[src/rtl/port_spi_master.sv]
// Port-mapped SPI master (mode 0, MSB first) with DATA/STATUS/DIV/CS registers at BASE_PORT..+3.
// Optional receive path (miso capture, rx byte, rx_valid) enabled by defining PORT_SPI_RX_EN.
module port_spi_master #(
  parameter logic [7:0] BASE_PORT = 8'h10,
  parameter int         DIV_WIDTH = 8
) (
  input  logic       clk,
  input  logic       reset,
  input  logic [7:0] port_id,
  input  logic       write_strobe,
  input  logic [7:0] out_port,
  input  logic       read_strobe,
  output logic [7:0] in_port,
  output logic       sclk,
  output logic       mosi,
  input  logic       miso,
  output logic [3:0] cs_n
);

`ifdef PORT_SPI_RX_EN
  localparam logic RX_EN = 1'b1;
`else
  localparam logic RX_EN = 1'b0;
`endif

  typedef enum logic [1:0] {
    IDLE  = 2'd0,
    SHIFT = 2'd1,
    DONE  = 2'd2
  } state_t;

  state_t state;
  state_t state_nxt;

  logic                 write_q;
  logic                 read_q;
  logic [7:0]           port_q;
  logic                 write_act;
  logic                 read_act;

  logic [7:0]           offset;
  logic                 owned;
  logic                 sel_data;
  logic                 sel_div;
  logic                 sel_cs;
  logic                 data_wr;
  logic                 div_wr;
  logic                 cs_wr;
  logic                 data_rd;

  logic [DIV_WIDTH-1:0] div_reg;
  logic [DIV_WIDTH-1:0] div_cap;
  logic [DIV_WIDTH-1:0] div_wr_val;
  logic [7:0]           div_rd_val;
  logic [DIV_WIDTH-1:0] cnt;
  logic [4:0]           half_cnt;
  logic                 half_done;
  logic                 half_end;

  logic [7:0]           shreg;
  logic [7:0]           rx_byte;
  logic                 rx_valid;
  logic [3:0]           cs_reg;
  logic                 sclk_reg;
  logic                 mosi_reg;

  logic                 busy;
  logic                 start;
  logic                 done;

  // An access is taken only on the first cycle of a strobe run, or when the
  // address moves while the strobe is held.
  assign write_act = write_strobe && (!write_q || (port_id != port_q));
  assign read_act  = read_strobe  && (!read_q  || (port_id != port_q));

  assign offset   = port_id - BASE_PORT;
  assign owned    = (offset[7:2] == 6'd0);
  assign sel_data = owned && (offset[1:0] == 2'd0);
  assign sel_div  = owned && (offset[1:0] == 2'd2);
  assign sel_cs   = owned && (offset[1:0] == 2'd3);

  assign data_wr  = write_act && sel_data;
  assign div_wr   = write_act && sel_div;
  assign cs_wr    = write_act && sel_cs;
  assign data_rd  = read_act  && sel_data;

  generate
    if (DIV_WIDTH > 8) begin : g_div_wide
      assign div_wr_val = {{(DIV_WIDTH-8){1'b0}}, out_port};
      assign div_rd_val = div_reg[7:0];
    end else if (DIV_WIDTH == 8) begin : g_div_byte
      assign div_wr_val = out_port;
      assign div_rd_val = div_reg;
    end else begin : g_div_narrow
      assign div_wr_val = out_port[DIV_WIDTH-1:0];
      assign div_rd_val = {{(8-DIV_WIDTH){1'b0}}, div_reg};
    end
  endgenerate

  always_ff @(posedge clk or posedge reset) begin
    if (reset) begin
      write_q <= 1'b0;
      read_q  <= 1'b0;
      port_q  <= 8'h00;
    end else begin
      write_q <= write_strobe;
      read_q  <= read_strobe;
      port_q  <= port_id;
    end
  end

  always_ff @(posedge clk or posedge reset) begin
    if (reset) begin
      state <= IDLE;
    end else begin
      state <= state_nxt;
    end
  end

  assign half_done = (half_cnt == 5'd16);
  assign half_end  = (cnt == div_cap);

  always_comb begin
    state_nxt = state;
    case (state)
      IDLE:    if (data_wr)   state_nxt = SHIFT;
      SHIFT:   if (half_done) state_nxt = DONE;
      DONE:    state_nxt = IDLE;
      default: state_nxt = IDLE;
    endcase
  end

  always_comb begin
    busy  = 1'b0;
    start = 1'b0;
    done  = 1'b0;
    case (state)
      IDLE:    start = data_wr;
      SHIFT:   busy  = 1'b1;
      DONE: begin
        busy = 1'b1;
        done = 1'b1;
      end
      default: busy = 1'b0;
    endcase
  end

  always_ff @(posedge clk or posedge reset) begin
    if (reset) begin
      div_reg <= DIV_WIDTH'(3);
      cs_reg  <= 4'hF;
    end else begin
      if (div_wr) div_reg <= div_wr_val;
      if (cs_wr)  cs_reg  <= out_port[3:0];
    end
  end

  // Shift engine: a half-period ends when cnt reaches the divider captured at
  // start; rising sclk samples miso, falling sclk presents the next bit.
  always_ff @(posedge clk or posedge reset) begin
    if (reset) begin
      shreg    <= 8'h00;
      sclk_reg <= 1'b0;
      mosi_reg <= 1'b0;
      cnt      <= '0;
      half_cnt <= 5'd0;
      div_cap  <= '0;
    end else if (start) begin
      shreg    <= out_port;
      mosi_reg <= out_port[7];
      sclk_reg <= 1'b0;
      cnt      <= '0;
      half_cnt <= 5'd0;
      div_cap  <= div_reg;
    end else if ((state == SHIFT) && !half_done) begin
      if (half_end) begin
        cnt      <= '0;
        half_cnt <= half_cnt + 5'd1;
        sclk_reg <= ~sclk_reg;
        if (!sclk_reg) begin
          shreg <= {shreg[6:0], miso & RX_EN};
        end else if (half_cnt != 5'd15) begin
          mosi_reg <= shreg[7];
        end
      end else begin
        cnt <= cnt + DIV_WIDTH'(1);
      end
    end
  end

  // Completion sets rx_valid even if a DATA read lands in the same cycle.
  always_ff @(posedge clk or posedge reset) begin
    if (reset) begin
      rx_byte  <= 8'h00;
      rx_valid <= 1'b0;
    end else if (done) begin
      rx_byte  <= RX_EN ? shreg : 8'h00;
      rx_valid <= RX_EN;
    end else if (start || data_rd) begin
      rx_valid <= 1'b0;
    end
  end

  always_comb begin
    in_port = 8'h00;
    if (owned) begin
      case (offset[1:0])
        2'd0:    in_port = RX_EN ? rx_byte : 8'h00;
        2'd1:    in_port = {6'd0, rx_valid & RX_EN, busy};
        2'd2:    in_port = div_rd_val;
        default: in_port = {4'h0, cs_reg};
      endcase
    end
  end

  assign sclk = sclk_reg;
  assign mosi = mosi_reg;
  assign cs_n = cs_reg;

endmodule

[config.mk]
export PLATFORM = sky130hd
export DESIGN_NAME = port_spi_master
export DESIGN_NICKNAME = d
export VERILOG_FILES = /design/src/rtl/port_spi_master.sv
export SDC_FILE = /design/constraint.sdc
export NUM_CORES = 1
export LEC_CHECK = 0
export CAP_MARGIN = 20
export CORE_MARGIN = 5
export CORE_UTILIZATION = 55
export CTS_CLUSTER_SIZE = 28
export DETAILED_ROUTE_END_ITERATION = 8
export GPL_ROUTABILITY_DRIVEN = 0
export PLACE_DENSITY_LB_ADDON = 0.1
export SLEW_MARGIN = 30
export SYNTH_ARGS = -nofsm -noshare
export SYNTH_HDL_FRONTEND = slang
export SYNTH_SLANG_ARGS = --single-unit
[constraint.sdc]
create_clock -name clk -period 2.9 [get_ports clk]
set_input_delay 0.58 -clock clk [delete_from_list [all_inputs] [get_ports clk]]
set_output_delay 0.58 -clock clk [all_outputs]
set_load 0.01 [all_outputs]
==> results of run 1 <==
## through the flow
stage               utilization  TNS [ns]  setup WS, ns  instance area [um^2]  std cells
global placement          0.657    -0.452        -0.102                  3310        359
CTS                       0.682         0         0.116                  3440        367
global route              0.682         0        0.0188                  3440        367
finish                    0.682         0         0.126                  3440        367
floorplan                     -         0         0.840                  2820        251
detailed placement        0.657    -0.586        -0.132                  3310        359
## synthesized netlist by cell type, drive strengths merged, types with 2 or more instances
cell    instances
buf             3
nor2           23
nand4           9
inv             6
nand3           3
nand2          33
and2            4
nand3b          3
dfrtp          48
o21ai           8
o311ai          2
ha              7
and3            6
nor4            2
xnor2          19
and4            3
dfstp           6
xor2            3
clkbuf          5
a21oi          19
mux2i          13
mux2           14
## worst reg2reg max path: cells and delay by family, from the launching register on
kind	cells	cell delay (ns)
xor+xnor	1	0.23
simple gates	2	0.91
compound gates	1	0.08
flops	1	0.44
mux	1	0.32
## layout make-up
cell class                 instances  area, um^2  area share
multi-input combinational        183        1410       0.410
sequential                        54        1360       0.395
timing repair buffer              46         442       0.128
tap                               70        87.6      0.0255
clock buffer                       7        86.3      0.0251
clock inverter                     1        30.0     0.00873
inverter                           6        22.5     0.00655
## logic make-up (layout without fill, tap and decap cells)
logic type | count (synthesis) | count (layout)
DFF | 54 | 54
and+or+nand+nor | 91 | 91
adders and majority gates | 7 | 7
muxes | 27 | 27
AOI/OAI and AO/OA | 36 | 36
xor gates and xnor gates | 22 | 22
buffers and inverters | 14 | 60
## where the power goes
| part | switching [W] | leakage (nW) | total [W] | internal, W |
|---|---|---|---|---|
| Clock | 0.000232 | 0.0585 | 0.000514 | 0.000282 |
| Sequential | 0.000108 | 0.619 | 0.000945 | 0.000837 |
| Combinational | 0.000191 | 0.823 | 0.000400 | 0.000210 |
## metal layers
layer  global-route usage  vias up  share of wire
met2                0.296       25           0.49
met4               0.0625        0          0.015
met5                    0        -              0
met3               0.0384        6          0.025
met1                0.246      940           0.47
li1                     -      971              -
## path summary, 6_finish.rpt
check,start,endpoint,slack (ns),cells after the start
max,port_id[1],in_port[0],0.13,6
max in group asynchronous,reset,cnt[0]$_DFFE_PP0P_,1.57,3
min reg2reg,div_cap[0]$_DFFE_PP0P_,div_cap[0]$_DFFE_PP0P_,0.49,2
min,div_cap[0]$_DFFE_PP0P_,div_cap[0]$_DFFE_PP0P_,0.49,2
min in group asynchronous,reset,port_q[7]$_DFF_PP0_,0.70,2
max reg2reg,cnt[0]$_DFFE_PP0P_,shreg[3]$_DFFE_PP0P_,0.82,5
==> metrics, run 1 <==
Clock Sinks 54; routed wire length 5320 um; Slew Viols, Final 0; DR vias 1942; Worst-Margin Slew 0.735 ns; asr flop ratio synth 1.00; Netlist Area Pre-Place 2820 um^2; Die Span Y 81.6 um; die span in x 81.6 um; vias per inst 5.29; Simple-Gate Fraction of Synth Area 0.169; commonest non-fill, non-tap cell in the layout dfrtp_1; ANT cells 0; port bufs 32; worst vdd ir 0.000391 V; CP required 2.32 ns; WP buf/inv 2; hold slack final 0.493 ns; 1st-iter DRT viols 63; Leakage 1.50 nW; status finished clean; Fin. Hold Viols 0; min cycle time layout 2.77 ns; critical path's slowest cell clkdlybuf4s50_1; Yosys top cell by area dfrtp_1; Synth Flop Type dfrtp_1; YS warnings 0; area grow syn2layout 22.1%; power density cells 541 nW/um^2; post-synthesis net count 279; Compound-Gate Fraction of Synth Area 0.0964; Final Net Count 324; Final Power 0.00186 W; Worst Hold Class flip-flop to flip-flop; fraction of synthesized cell area in xor and xnor cells 0.0817; I/O pins 35; Fmax 360 MHz; DR pass1 iterations 4; fillers 402; cell repeated most along the worst path clkdlybuf4s50_1; mean area per synthesized cell 11.2 um^2; main combinational cell family by area after synthesis simple AND/OR/NAND/NOR gates; Wirelength per Cell 14.5 um; critical path arrival 2.19 ns; Clock transition at path regs 0.09 ns; share of cells above drive strength 1 0.219; synthesis-stage register bit count 54; slew margin rel. 0.507; crit path kind input pin to primary output; Mapped Cells 251; register area share after synthesis 0.482; max cap viols 0; initial antenna violation count 0; CP Launch Type input pin; die area 6650 um^2; type of destination of the critical path primary output; DPL Wire Length 3990 um; postcts setup bufs 0; RSZ-0062 raised after global routing false; largest net degree at the start of global routing 34; vias in the first global route 2031; crit-path cells clkdlybuf4s50_1 -> mux2_2 -> nand2_1 -> o21ai_0 -> and3_1 -> clkdlybuf4s50_1; CTS max path bufs 2; Num CTS Buffers 5; core area 5040 um^2; CP peak stage delay 0.48 ns; number of gates resized after cts 10; multiplexer share of the synthesized area 0.113; first-pass GRT wire length 9380 um; most frequent cells in the layout 48 x dfrtp_1, 33 x nand2_1, 25 x clkdlybuf4s50_1; Max H-tree Level 2; post-synthesis cell type count 42; TritonCTS clock tree built; Final Skew 0.0120 ns; GRT Residual Overflow 0; synth top area cells dfrtp_1 43%, dfstp_2 5.6%, mux2i_1 4.6%, nand2_1 4.4%, xnor2_1 4.4%; critical-path maximum fanout 2; Initial Util 0.559; post-cts hold buffer count 0; total track usage 0.184; post-synth top area share 0.426; Clock Latency Late Sink 0.30 ns; crit share post-route 0.957; Setup violations, final 0; Final ANT Viol Nets 0; DR DRC count 0; adder-cell share of the synthesized area 0.0311; CTS Root Cell clkbuf_8; Rows 26; CP delay by family, top buffers and inverters; Post-synth EDFFs 0
No activity file was read; power rests on OpenSTA's default activity.
==> run 2, diff against run 1 <==
--- a/config.mk
+++ b/config.mk
@@ -5,6 +5,7 @@
 export SDC_FILE = /design/constraint.sdc
 export NUM_CORES = 1
 export LEC_CHECK = 0
+export ABC_CLOCK_PERIOD_IN_PS = 2900
 export CAP_MARGIN = 20
 export CORE_MARGIN = 5
 export CORE_UTILIZATION = 55
==> results of run 2 <==
Final layout, timing and power as in run 1 (identical DEF).
